File: config.mk
export PLATFORM = sky130hd
export DESIGN_NAME = muldiv_unit
export DESIGN_NICKNAME = d
export VERILOG_FILES = /design/src/rtl/muldiv_pkg.sv /design/src/rtl/muldiv_iter.sv /design/src/rtl/muldiv_unit.sv
export SDC_FILE = /design/constraint.sdc
export NUM_CORES = 1
export LEC_CHECK = 0
export ABC_AREA = 0
export CAP_MARGIN = 20
export CORE_AREA = 2 2 195 197
export DETAILED_ROUTE_END_ITERATION = 16
export DIE_AREA = 0 0 197 199
export PLACE_DENSITY = 0.69
export SYNTH_ARGS = -nofsm -noshare
export SYNTH_HDL_FRONTEND = slang
export SYNTH_SLANG_ARGS = --single-unit
File: constraint.sdc
create_clock -name clk -period 3.8 [get_ports clk]
set_clock_uncertainty 0.15 [all_clocks]
set_input_delay 0.95 -clock clk [delete_from_list [all_inputs] [get_ports clk]]
set_output_delay 0.95 -clock clk [all_outputs]
set_load 0.02 [all_outputs]
File: src/rtl/muldiv_pkg.sv
// Shared constants, op codes and FSM encoding for the HI/LO multiply/divide unit.
package muldiv_pkg;

   localparam int unsigned XLEN        = 32;
   localparam int unsigned ITER_CYCLES = 32;
   localparam int unsigned CNT_W       = $clog2(ITER_CYCLES);

   localparam logic [2:0] OP_MULT  = 3'd0;
   localparam logic [2:0] OP_MULTU = 3'd1;
   localparam logic [2:0] OP_DIV   = 3'd2;
   localparam logic [2:0] OP_DIVU  = 3'd3;
   localparam logic [2:0] OP_MTHI  = 3'd4;
   localparam logic [2:0] OP_MTLO  = 3'd5;

   typedef enum logic [1:0] {
      IDLE = 2'd0,
      CALC = 2'd1,
      FIX  = 2'd2
   } state_e;

   // Absolute value for signed ops; unsigned ops pass through untouched.
   function automatic logic [XLEN-1:0] magnitude(input logic [XLEN-1:0] x, input logic is_signed);
      return (is_signed && x[XLEN-1]) ? XLEN'(-x) : x;
   endfunction

endpackage

File: src/rtl/muldiv_iter.sv
// 32-step unsigned datapath: radix-2 shift-add multiply or restoring divide.
// acc holds {HI-half, LO-half}: product, or {remainder, quotient}.
module muldiv_iter
   import muldiv_pkg::*;
(
   input  logic              clk,
   input  logic              rst,
   input  logic              start,
   input  logic              is_div,
   input  logic              step,
   input  logic [XLEN-1:0]   mag_a,
   input  logic [XLEN-1:0]   mag_b,
   output logic [2*XLEN-1:0] acc,
   output logic              last_c
);

   logic [2*XLEN-1:0] acc_q, acc_d;
   logic [XLEN-1:0]   opb_q, opb_d;
   logic              div_q, div_d;
   logic [CNT_W-1:0]  cnt_q, cnt_d;
   logic [XLEN:0]     add_sum;
   logic [XLEN:0]     trial;

   always_comb begin
      acc_d   = acc_q;
      opb_d   = opb_q;
      div_d   = div_q;
      cnt_d   = cnt_q;
      add_sum = {1'b0, acc_q[2*XLEN-1:XLEN]} + (acc_q[0] ? {1'b0, opb_q} : (XLEN+1)'(0));
      // Shifted partial remainder minus divisor; bit XLEN set means borrow (restore).
      trial   = acc_q[2*XLEN-1:XLEN-1] - {1'b0, opb_q};
      if (start) begin
         acc_d = {XLEN'(0), mag_a};
         opb_d = mag_b;
         div_d = is_div;
         cnt_d = '0;
      end else if (step) begin
         if (div_q) begin
            if (!trial[XLEN]) acc_d = {trial[XLEN-1:0], acc_q[XLEN-2:0], 1'b1};
            else              acc_d = {acc_q[2*XLEN-2:XLEN-1], acc_q[XLEN-2:0], 1'b0};
         end else begin
            acc_d = {add_sum, acc_q[XLEN-1:1]};
         end
         cnt_d = cnt_q + CNT_W'(1);
      end
   end

   always_ff @(posedge clk) begin
      if (rst) begin
         acc_q <= '0;
         opb_q <= '0;
         div_q <= 1'b0;
         cnt_q <= '0;
      end else begin
         acc_q <= acc_d;
         opb_q <= opb_d;
         div_q <= div_d;
         cnt_q <= cnt_d;
      end
   end

   assign acc    = acc_q;
   assign last_c = (cnt_q == CNT_W'(ITER_CYCLES - 1));

endmodule

File: src/rtl/muldiv_unit.sv
// HI/LO multiply/divide unit: control FSM, sign fix-up and architectural HI/LO.
module muldiv_unit
   import muldiv_pkg::*;
(
   input  logic        clk,
   input  logic        rst,
   input  logic        op_valid,
   input  logic [2:0]  op_code,
   input  logic [31:0] op_a,
   input  logic [31:0] op_b,
   input  logic        cancel,
   output logic        busy,
   output logic        done,
   output logic [31:0] hi_out,
   output logic [31:0] lo_out
);

   state_e            state_q, state_d;
   logic [XLEN-1:0]   hi_q, hi_d, lo_q, lo_d, a_q, a_d;
   logic              busy_q, busy_d, done_q, done_d;
   logic              is_div_q, is_div_d, neg_res_q, neg_res_d, neg_rem_q, neg_rem_d;
   logic              div0_q, div0_d;
   logic              accept_c, start_c, signed_c, is_div_c;
   logic [XLEN-1:0]   mag_a_c, mag_b_c, quo_c, rem_c;
   logic [2*XLEN-1:0] acc, prod_c;
   logic              last_c;

   assign accept_c = op_valid && (state_q == IDLE) && !cancel;
   assign signed_c = (op_code == OP_MULT) || (op_code == OP_DIV);
   assign is_div_c = (op_code == OP_DIV) || (op_code == OP_DIVU);
   assign start_c  = accept_c && (op_code == OP_MULT || op_code == OP_MULTU || is_div_c);
   assign mag_a_c  = magnitude(op_a, signed_c);
   assign mag_b_c  = magnitude(op_b, signed_c);

   muldiv_iter u_iter (
      .clk    (clk),
      .rst    (rst),
      .start  (start_c),
      .is_div (is_div_c),
      .step   (state_q == CALC),
      .mag_a  (mag_a_c),
      .mag_b  (mag_b_c),
      .acc    (acc),
      .last_c (last_c)
   );

   // Sign restoration applied to the unsigned datapath result.
   assign prod_c = neg_res_q ? (2*XLEN)'(-acc) : acc;
   assign quo_c  = neg_res_q ? XLEN'(-acc[XLEN-1:0]) : acc[XLEN-1:0];
   assign rem_c  = neg_rem_q ? XLEN'(-acc[2*XLEN-1:XLEN]) : acc[2*XLEN-1:XLEN];

   always_comb begin
      state_d   = state_q;
      hi_d      = hi_q;
      lo_d      = lo_q;
      a_d       = a_q;
      is_div_d  = is_div_q;
      neg_res_d = neg_res_q;
      neg_rem_d = neg_rem_q;
      div0_d    = div0_q;
      done_d    = 1'b0;
      unique case (state_q)
         IDLE: begin
            if (accept_c) begin
               if (op_code == OP_MTHI) hi_d = op_a;
               if (op_code == OP_MTLO) lo_d = op_a;
               if (start_c) begin
                  state_d   = CALC;
                  a_d       = op_a;
                  is_div_d  = is_div_c;
                  neg_res_d = signed_c && (op_a[XLEN-1] ^ op_b[XLEN-1]);
                  neg_rem_d = signed_c && op_a[XLEN-1];
                  div0_d    = (op_b == '0);
               end
            end
         end
         CALC: begin
            if (cancel)      state_d = IDLE;
            else if (last_c) state_d = FIX;
         end
         FIX: begin
            state_d = IDLE;
            if (!cancel) begin
               done_d = 1'b1;
               if (!is_div_q) begin
                  {hi_d, lo_d} = prod_c;
               end else if (div0_q) begin
                  hi_d = a_q;
                  lo_d = '1;
               end else begin
                  hi_d = rem_c;
                  lo_d = quo_c;
               end
            end
         end
         default: state_d = IDLE;
      endcase
      busy_d = (state_d != IDLE);
   end

   always_ff @(posedge clk) begin
      if (rst) begin
         state_q   <= IDLE;
         hi_q      <= '0;
         lo_q      <= '0;
         a_q       <= '0;
         is_div_q  <= 1'b0;
         neg_res_q <= 1'b0;
         neg_rem_q <= 1'b0;
         div0_q    <= 1'b0;
         busy_q    <= 1'b0;
         done_q    <= 1'b0;
      end else begin
         state_q   <= state_d;
         hi_q      <= hi_d;
         lo_q      <= lo_d;
         a_q       <= a_d;
         is_div_q  <= is_div_d;
         neg_res_q <= neg_res_d;
         neg_rem_q <= neg_rem_d;
         div0_q    <= div0_d;
         busy_q    <= busy_d;
         done_q    <= done_d;
      end
   end

   assign busy   = busy_q;
   assign done   = done_q;
   assign hi_out = hi_q;
   assign lo_out = lo_q;

endmodule
# == Word-level counts from Yosys, hierarchy flattened ==
# Cells that the tools add are included.
# word_totals
register_bits,206
latchBits,0
ram_bits,0
rom_bits,0
inputBits,71
output_inout_bits,66
wordCells,87
mem_count,0
# op_classes
n_addsub,8
mul,0
div,0
n_lt_le_gt_ge,0
eq_ne,12
shifts,0
n_mux,28
bitwise_logic,2
n_reduce_logical,22
# op_table
cell,n
$mux W32,17
$mux W64,3
$neg A32 Y32,4
$pmux W32 S2,2
$neg A64 Y64,1
$add A32 B32 Y33,1
$sub A33 B32 Y33,1
$logic_not A32 Y1,1
$mux W2,4
$reduce_and A4 Y1,2
$eq A3 B2 Y1 const B,2
$eq A3 B3 Y1 const B,2
$logic_and A1 B1 Y1,6
$reduce_bool A2 Y1,3
$add A5 B1 Y5 const B,1
$eq A5 B5 Y1 const B,1
$logic_or A1 B1 Y1,4
$ne A2 B1 Y1 const B,2
$ne A2 B2 Y1 const B,2
$pmux W2 S2,1
$reduce_or A2 Y1,2
$eq A3 B1 Y1 const B,1
$logic_not A3 Y1,1
$reduce_and A3 Y1,1
other kinds (7),7

# == Longest topological paths before layout ==
# Gate-level depths: netlist of run 1.
# logic_depth
depth_word,8
depth_mapped,15
mapped_depth_nobuf,12

# == Modules after synthesis ==
# From an unflattened synthesis of run 1, not the netlist that was laid out.
# unflattened
cells_unflattened,2293
area_unflattened_um2,16827.4
# modules_own_cells
module,n_inst,cells_each,area_each_um2,seq_area_each_um2
muldiv_unit,1,1223,8543.2,2082.0
muldiv_iter,1,1070,8284.2,2042.0

# == Worst setup path before layout of run 1 ==
# Ideal clock, no wire load.
# synth_path
kind,in2reg
start,in op_b[4]
end,reg u_iter.opb_q[26]
setup_ns,0.086
arrival_time_ns,3.160
t_required_ns,3.564
setup_slack_ns,0.405
stages,9
path_buffers,0
cell_sequence,or4_1 > nor3_2 > nand2_1 > or3_1 > nor4_2 > nand3b_1 > o21ai_0 > xor2_1 > a211oi_1
# synth_between
elab_chain_len,2
# synth_lines
element,line_no,text
"start, declared",muldiv_unit.sv:10,"input logic [31:0] op_b,"
$neg A32 Y32,muldiv_pkg.sv:23,return (is_signed && x[XLEN-1]) ? XLEN'(-x) : x;
$mux W32,muldiv_pkg.sv:23,
"end signal, assigned",muldiv_iter.sv:56,opb_q <= opb_d;
"end, declared",muldiv_iter.sv:18,"logic [XLEN-1:0] opb_q, opb_d;"
# Every way passes these cells.
# A chain may end at the register's enable or synchronous reset.

# == Final worst setup path of run 1 ==
# layout_path
start,reg u_iter.acc_q[31] (netlist: u_iter.acc[31])
end,reg u_iter.acc_q[62] (netlist: u_iter.acc[62])
# layout_between
elab_chain_len,3
# layout_lines
element,line_no,text
"start, declared",muldiv_iter.sv:17,"logic [2*XLEN-1:0] acc_q, acc_d;"
"start signal, assigned",muldiv_iter.sv:50,acc_q <= '0;
"start signal, assigned",muldiv_iter.sv:55,acc_q <= acc_d;
$sub A33 B32 Y33,muldiv_iter.sv:31,"trial = acc_q[2*XLEN-1:XLEN-1] - {1'b0, opb_q};"
$mux W64,muldiv_iter.sv:39,"if (!trial[XLEN]) acc_d = {trial[XLEN-1:0], acc_q[XLEN-2:0], 1'b1};"
$mux W64,muldiv_iter.sv:38,if (div_q) begin
# Every way passes these cells.

==> results.toml, run 1 <==
[run_status]
status = "completed"

[setup_path]
crit_path_start_kind = "flop"
critical_path_class = "reg2reg"
crit_chain = "inv_1 > ha_1 > fa_1 > nand2b_1 > a21o_1 > a21oi_2 > o211a_1 > nor2_1 > o311ai_4 > buf_12 > buf_12 > nor3_1 > or3_1 > nor3_1"
path_max_fanout = 20
slowest_delay_ns = 0.41
r2r_cells = 14
crit_arrival_ns = 3.94
crit_path_end_kind = "flop"
critPathRequiredTime_ns = 4.12
cp_slowest_cell = "fa_1"

[clock_network]
clkSinkCount = 206
cts_buffers = 26
clock_path_buffers = 3
htreeDepth = 1
clkTransAtPathRegs_ns = 0.07
post_cts_buffers = 0
clock_latency_ns = 0.57
clockRootBuffer = "clkbuf_16"
cts_hold_buf = 0
cts_tree = "done"

[floorplanning]
fp.coreArea_um2 = 37100
start_util_pct = 44.3
die_area_um2 = 39200
num_rows = 71
dieHeight_um = 199
io_pins = 137
fp.dieW_um = 197

[logic_synthesis]
yosysSeqAreaShare_pct = 25.1
synthArstFlopShare_pct = 0
synth_cell_types = 92
synthCells = 2237
synth_top_area_cell = "dfxtp_1"
ys.warnings.count = 0
synth_nets = 2380
syn_avg_cell_area_um2 = 7.35
syn_area_um2 = 16400
synth-main-ff-cell = "dfxtp_1"
synth_top_area_share_pct = 25.1
synth_area_leaders = "dfxtp_1 (25%), a21oi_1 (7.0%), xnor2_1 (5.9%)"
synth_seq_cells = 206
synth_edf_count = 0

[finish]
fin_nets = 2526
n_antenna_cell = 0
final_cell_mix = "nand2_1 (256), nor2_1 (247), a21oi_1 (228)"
areaGrowthSynthToFinish_pct = 20.7
drive_gt1_share_pct = 11.1
layout.cells.non_filler = 2876
final_common_cell = "nand2_1"
fill_cells = 3580

[grt]
grt-ovfl-total = 0
grt_usage_pct = 32.6
grt_antenna_before_repair = 1
grt_max_degree = 69
grt_pass1_wl_um = 99500
grt_pass1_vias = 17000

[place]
dp_cells = 2829
place.detailed.hpwl_um = 49800
gp_congestion = 0.954
portBuffers = 136

[timing]
worstMarginPinSlew_ns = 0.991
max_freq_ghz = 0.276
hold_viol_final = 0
rsz0062_at_grt = "false"
period_needed_ns = 3.62
slew-limit-headroom_pct = 34.0
setup_viol = 0
fin_crit_sh_pct = 95.3
final_max_slew_viol_count = 0

[power_and_ir_drop]
irDropWorstVdd_mv = 0.211
powerDensity_nw_per_um2 = 340
totalPowerFinal_mw = 6.75
p_leak_nw = 7.47

[drt]
post_drt_wl_per_cell_um = 22.7
vias = 18000
ant_nets = 0
firstDrtPassIters = 8
avgViaCountPerCell = 6.25
post-route-drc-count = 0
drt_wl_total_um = 65200
drt_iter0_drc = 1690

[job]
max-cap-violations = 0

[hold_path]
holdPathStages = 2
hold_path_class = "reg2reg"
## through the flow
step           hold WS, ns  util, %  instance area [um^2]  setup slack [ns]  TNS [ns]
2_1_floorplan        0.282        -                 16400             0.405         0
3_3_place_gp         0.290     50.9                 18900          -0.00566  -0.00566
3_5_place_dp         0.290     50.9                 18900           -0.0303   -0.0533
4_1_cts              0.304     53.4                 19800            0.0817         0
5_1_grt              0.320     53.4                 19800            0.0407         0
6_report             0.299     53.4                 19800             0.179         0
## layer usage
layer / up-vias / GRT usage [%] / part of all wire (%)
met5: - / 0 / 0
met4: 0 / 19.2 / 6.5
met3: 202 / 3.90 / 8.8
met2: 957 / 52.5 / 44
met1: 8436 / 42.2 / 40
li1: 8377 / - / -
## logic make-up (layout without fill, tap and decap cells)
logic type / after synthesis / count (layout) / synth area share (%)
XOR/XNOR: 187 / 187 / 9.96
adder cells (fa/ha/maj): 72 / 72 / 5.57
flip-flops: 206 / 206 / 25.1
AND/OR/NAND/NOR: 750 / 750 / 21.4
buffers and inverters: 244 / 409 / 6.36
multiplexers: 55 / 55 / 3.42
AO/OA/AOI/OAI: 723 / 723 / 28.2
## timing repair
action,CTS,global route
resized for setup,0,5
endpoints found under the hold margin,0,0
endpoints found under the setup margin,0,8
## registers in the layout (all words and copies together), names as in the netlist
name,count
state_q,2
lo_out,32
u_iter.cnt_q,5
neg_res_q,1
neg_rem_q,1
hi_out,32
busy,1
is_div_q,1
done,1
u_iter.acc,64
a_q,32
u_iter.div_q,1
div0_q,1
u_iter.opb_q,32
## critical path, delay by kind of cell, from the launching register on
| family | cells | cell delay [ns] |
|---|---|---|
| AO/OA/AOI/OAI | 4 | 1.11 |
| AND/OR/NAND/NOR | 5 | 0.84 |
| adder cells (fa/ha/maj) | 2 | 0.63 |
| buffers and inverters | 3 | 0.45 |
| flip-flops | 1 | 0.34 |
## power by group
group,leakage [nW],internal (mW),switching (mW)
registers,1.67,2.24,0.0883
logic,5.36,0.723,1.05
clock network,0.439,1.56,1.09
## synth_stat cells, drive strengths merged (18+ instances only)
library cell,number
nand2,256
nor2,248
a21oi,230
dfxtp,206
o21ai,159
clkbuf,138
xnor2,110
a211oi,90
xor2,77
ha,70
inv,66
nor3,63
mux2i,46
buf,38
o221ai,35
o31ai,30
a21o,26
nor4,24
nand2b,23
a31oi,21
nand3,19
o211ai,19
nand4,18
## worst paths after layout
kind,startpoint,slack [ns],end
setup reg to reg,u_iter.acc[31]$_SDFFE_PP0P_,0.18,u_iter.acc[62]$_SDFFE_PP0P_
hold reg to reg,lo_out[26]$_SDFFE_PP0P_,0.30,lo_out[26]$_SDFFE_PP0P_
setup / recovery,u_iter.acc[31]$_SDFFE_PP0P_,0.18,u_iter.acc[62]$_SDFFE_PP0P_
hold / removal,lo_out[26]$_SDFFE_PP0P_,0.30,lo_out[26]$_SDFFE_PP0P_
## final cells by class
type | count | area, um^2 | area share, %
clock buffers | 31 | 719 | 3.63
clock inverters | 16 | 191 | 0.965
inverters | 67 | 251 | 1.27
multi-input cells | 1787 | 11300 | 57.1
flip-flops and latches | 206 | 4130 | 20.8
well taps | 474 | 593 | 2.99
repair buffers | 295 | 2630 | 13.3
Power figures use the tool's default switching activity.
==> run 2, diff against run 1 <==
--- a/config.mk
+++ b/config.mk
@@ -7,10 +7,11 @@
 export LEC_CHECK = 0
 export ABC_AREA = 0
 export CAP_MARGIN = 20
-export CORE_AREA = 2 2 195 197
+export CORE_AREA = 2 2 206 208
 export DETAILED_ROUTE_END_ITERATION = 16
-export DIE_AREA = 0 0 197 199
-export PLACE_DENSITY = 0.69
+export DIE_AREA = 0 0 208 210
+export PLACE_DENSITY = 0.63
+export SETUP_SLACK_MARGIN = 0.4
 export SYNTH_ARGS = -nofsm -noshare
 export SYNTH_HDL_FRONTEND = slang
 export SYNTH_SLANG_ARGS = --single-unit
==> results.toml, run 2 (synthesis results as in run 1) <==
[run_status]
status = "completed"

[hold_path]
worst_hold_startpoint = "lo_out[5]$_SDFFE_PP0P_"
hold_path_class = "reg2reg"

[clock_network]
cts_buffers = 26
htreeDepth = 1
clkSinkCount = 206
clock_path_buffers = 3
clockRootBuffer = "clkbuf_16"
cts_tree = "done"
clkTransAtPathRegs_ns = 0.06
clock_latency_ns = 0.56

[finish]
areaGrowthSynthToFinish_pct = 23.1
final_common_cell = "nand2_1"
layout.cells.non_filler = 2957
fin_nets = 2544
final_cell_mix = "nand2_1 (255), nor2_1 (245), a21oi_1 (226)"
utilization_pct = 48.8
finalInstanceArea_um2 = 20200
drive_gt1_share_pct = 13.2
largest_register_ffs = 64

[power_and_ir_drop]
powerDensity_nw_per_um2 = 334
p_leak_nw = 7.58
totalPowerFinal_mw = 6.76
irDropWorstVdd_mv = 0.295

[floorplanning]
fp.dieW_um = 208
fp.coreArea_um2 = 41500
die_area_um2 = 43700
dieHeight_um = 210
start_util_pct = 39.6
num_rows = 75
io_pins = 137

[grt]
grt-ovfl-total = 0
grt_pass1_vias = 16800
grt_antenna_before_repair = 1
grt_pass1_wl_um = 99700
grt_usage_pct = 29.0
grt_max_degree = 75

[timing]
slew-limit-headroom_pct = 37.7
final_max_slew_viol_count = 0
fin_crit_sh_pct = 87.9
worstMarginPinSlew_ns = 0.935
hold_viol_final = 0
max_freq_ghz = 0.299
rsz0062_at_grt = "true"
setup_viol = 0
period_needed_ns = 3.34

[setup_path]
r2r_cells = 12
cp_slowest_cell = "a211o_1"
path_max_fanout = 4
r2r-end = "u_iter.acc[60]$_SDFFE_PP0P_"
critPathRequiredTime_ns = 4.10
r2r-start = "u_iter.acc[0]$_SDFFE_PP0P_"
crit_chain = "clkinv_1 > nor2_1 > ha_1 > a21o_1 > a21oi_1 > o21ai_1 > a211o_1 > nor2_1 > o31ai_1 > o41a_1 > xor2_1 > a221o_1"
critical_path_class = "reg2reg"
r2r_slack_ns = 0.46
cp_common_cell = "nor2_1"
crit_arrival_ns = 3.64
critPathLaunch = "u_iter.acc[0]$_SDFFE_PP0P_"
cp-endpoint = "u_iter.acc[60]$_SDFFE_PP0P_"
slowest_delay_ns = 0.37
crit_path_start_kind = "flop"
crit_path_end_kind = "flop"

[drt]
post_drt_wl_per_cell_um = 22.2
avgViaCountPerCell = 6.03
ant_nets = 0
post-route-drc-count = 0
drt_iter0_drc = 1639
firstDrtPassIters = 5
drt_wl_total_um = 65800
vias = 17800

[place]
place.detailed.hpwl_um = 50000
dp_cells = 2897
gp_congestion = 0.958
portBuffers = 136
dpl_cell_area_um2 = 19000

[job]
max-cap-violations = 0
-- run 2: critical path, delay by kind of cell (launching register included) --
family	cells	cell delay (ns)
adder cells (fa/ha/maj)	1	0.28
XOR/XNOR	1	0.15
AND/OR/NAND/NOR	2	0.44
AO/OA/AOI/OAI	7	1.77
buffers and inverters	1	0.12
flip-flops	1	0.33
-- run 2: final cells by class --
type                    instances  area (um^2)
multi-input cells            1787        11500
inverters                      67          251
flip-flops and latches        206         4140
repair buffers                313         2770
clock buffers                  34          711
clock inverters                10          143
fillers                      4251        21200
diodes                          1         2.50
well taps                     539          674
-- run 2: power breakdown --
part / internal [mW] / switching (mW)
sequential: 2.24 / 0.0868
combinational: 0.801 / 1.10
clock: 1.51 / 1.03
-- run 2: metal layers --
metal	global-route usage [%]	part of all wire, %	up-vias
li1	-	-	8397
met2	46.8	45	910
met5	0	0	-
met1	38.2	41	8356
met4	13.9	5.5	0
met3	4.13	8.7	160
-- run 2: worst min path at each step --
stage | endpoint | slack, ns | cells past startpoint
finish | lo_out[5]$_SDFFE_PP0P_ | 0.30 | 2
global route | a_q[15]$_SDFFE_PP0P_ | 0.32 | 2
CTS | lo_out[5]$_SDFFE_PP0P_ | 0.30 | 2
detailed placement | lo_out[17]$_SDFFE_PP0P_ | 0.30 | 2
global placement | a_q[15]$_SDFFE_PP0P_ | 0.29 | 2
floorplan | u_iter.opb_q[20]$_SDFFE_PP0N_ | 0.28 | 2
-- run 2: per-stage QoR --
stage                     hold slack [ns]  setup TNS [ns]  worst slack (ns)
after floorplan                     0.282               0             0.405
after global placement              0.288               0            0.0161
after detailed placement            0.297          -0.121           -0.0498
after CTS                           0.304               0             0.401
after global routing                0.317               0             0.335
final                               0.299               0             0.460
-- run 2: timing repair --
action,4_1_cts,5_1_grt
cloned,1,0
hold buffers,0,0
buffers inserted,5,9
pin swaps,5,17
setup endpoints to repair,26,37
resized for setup,12,56
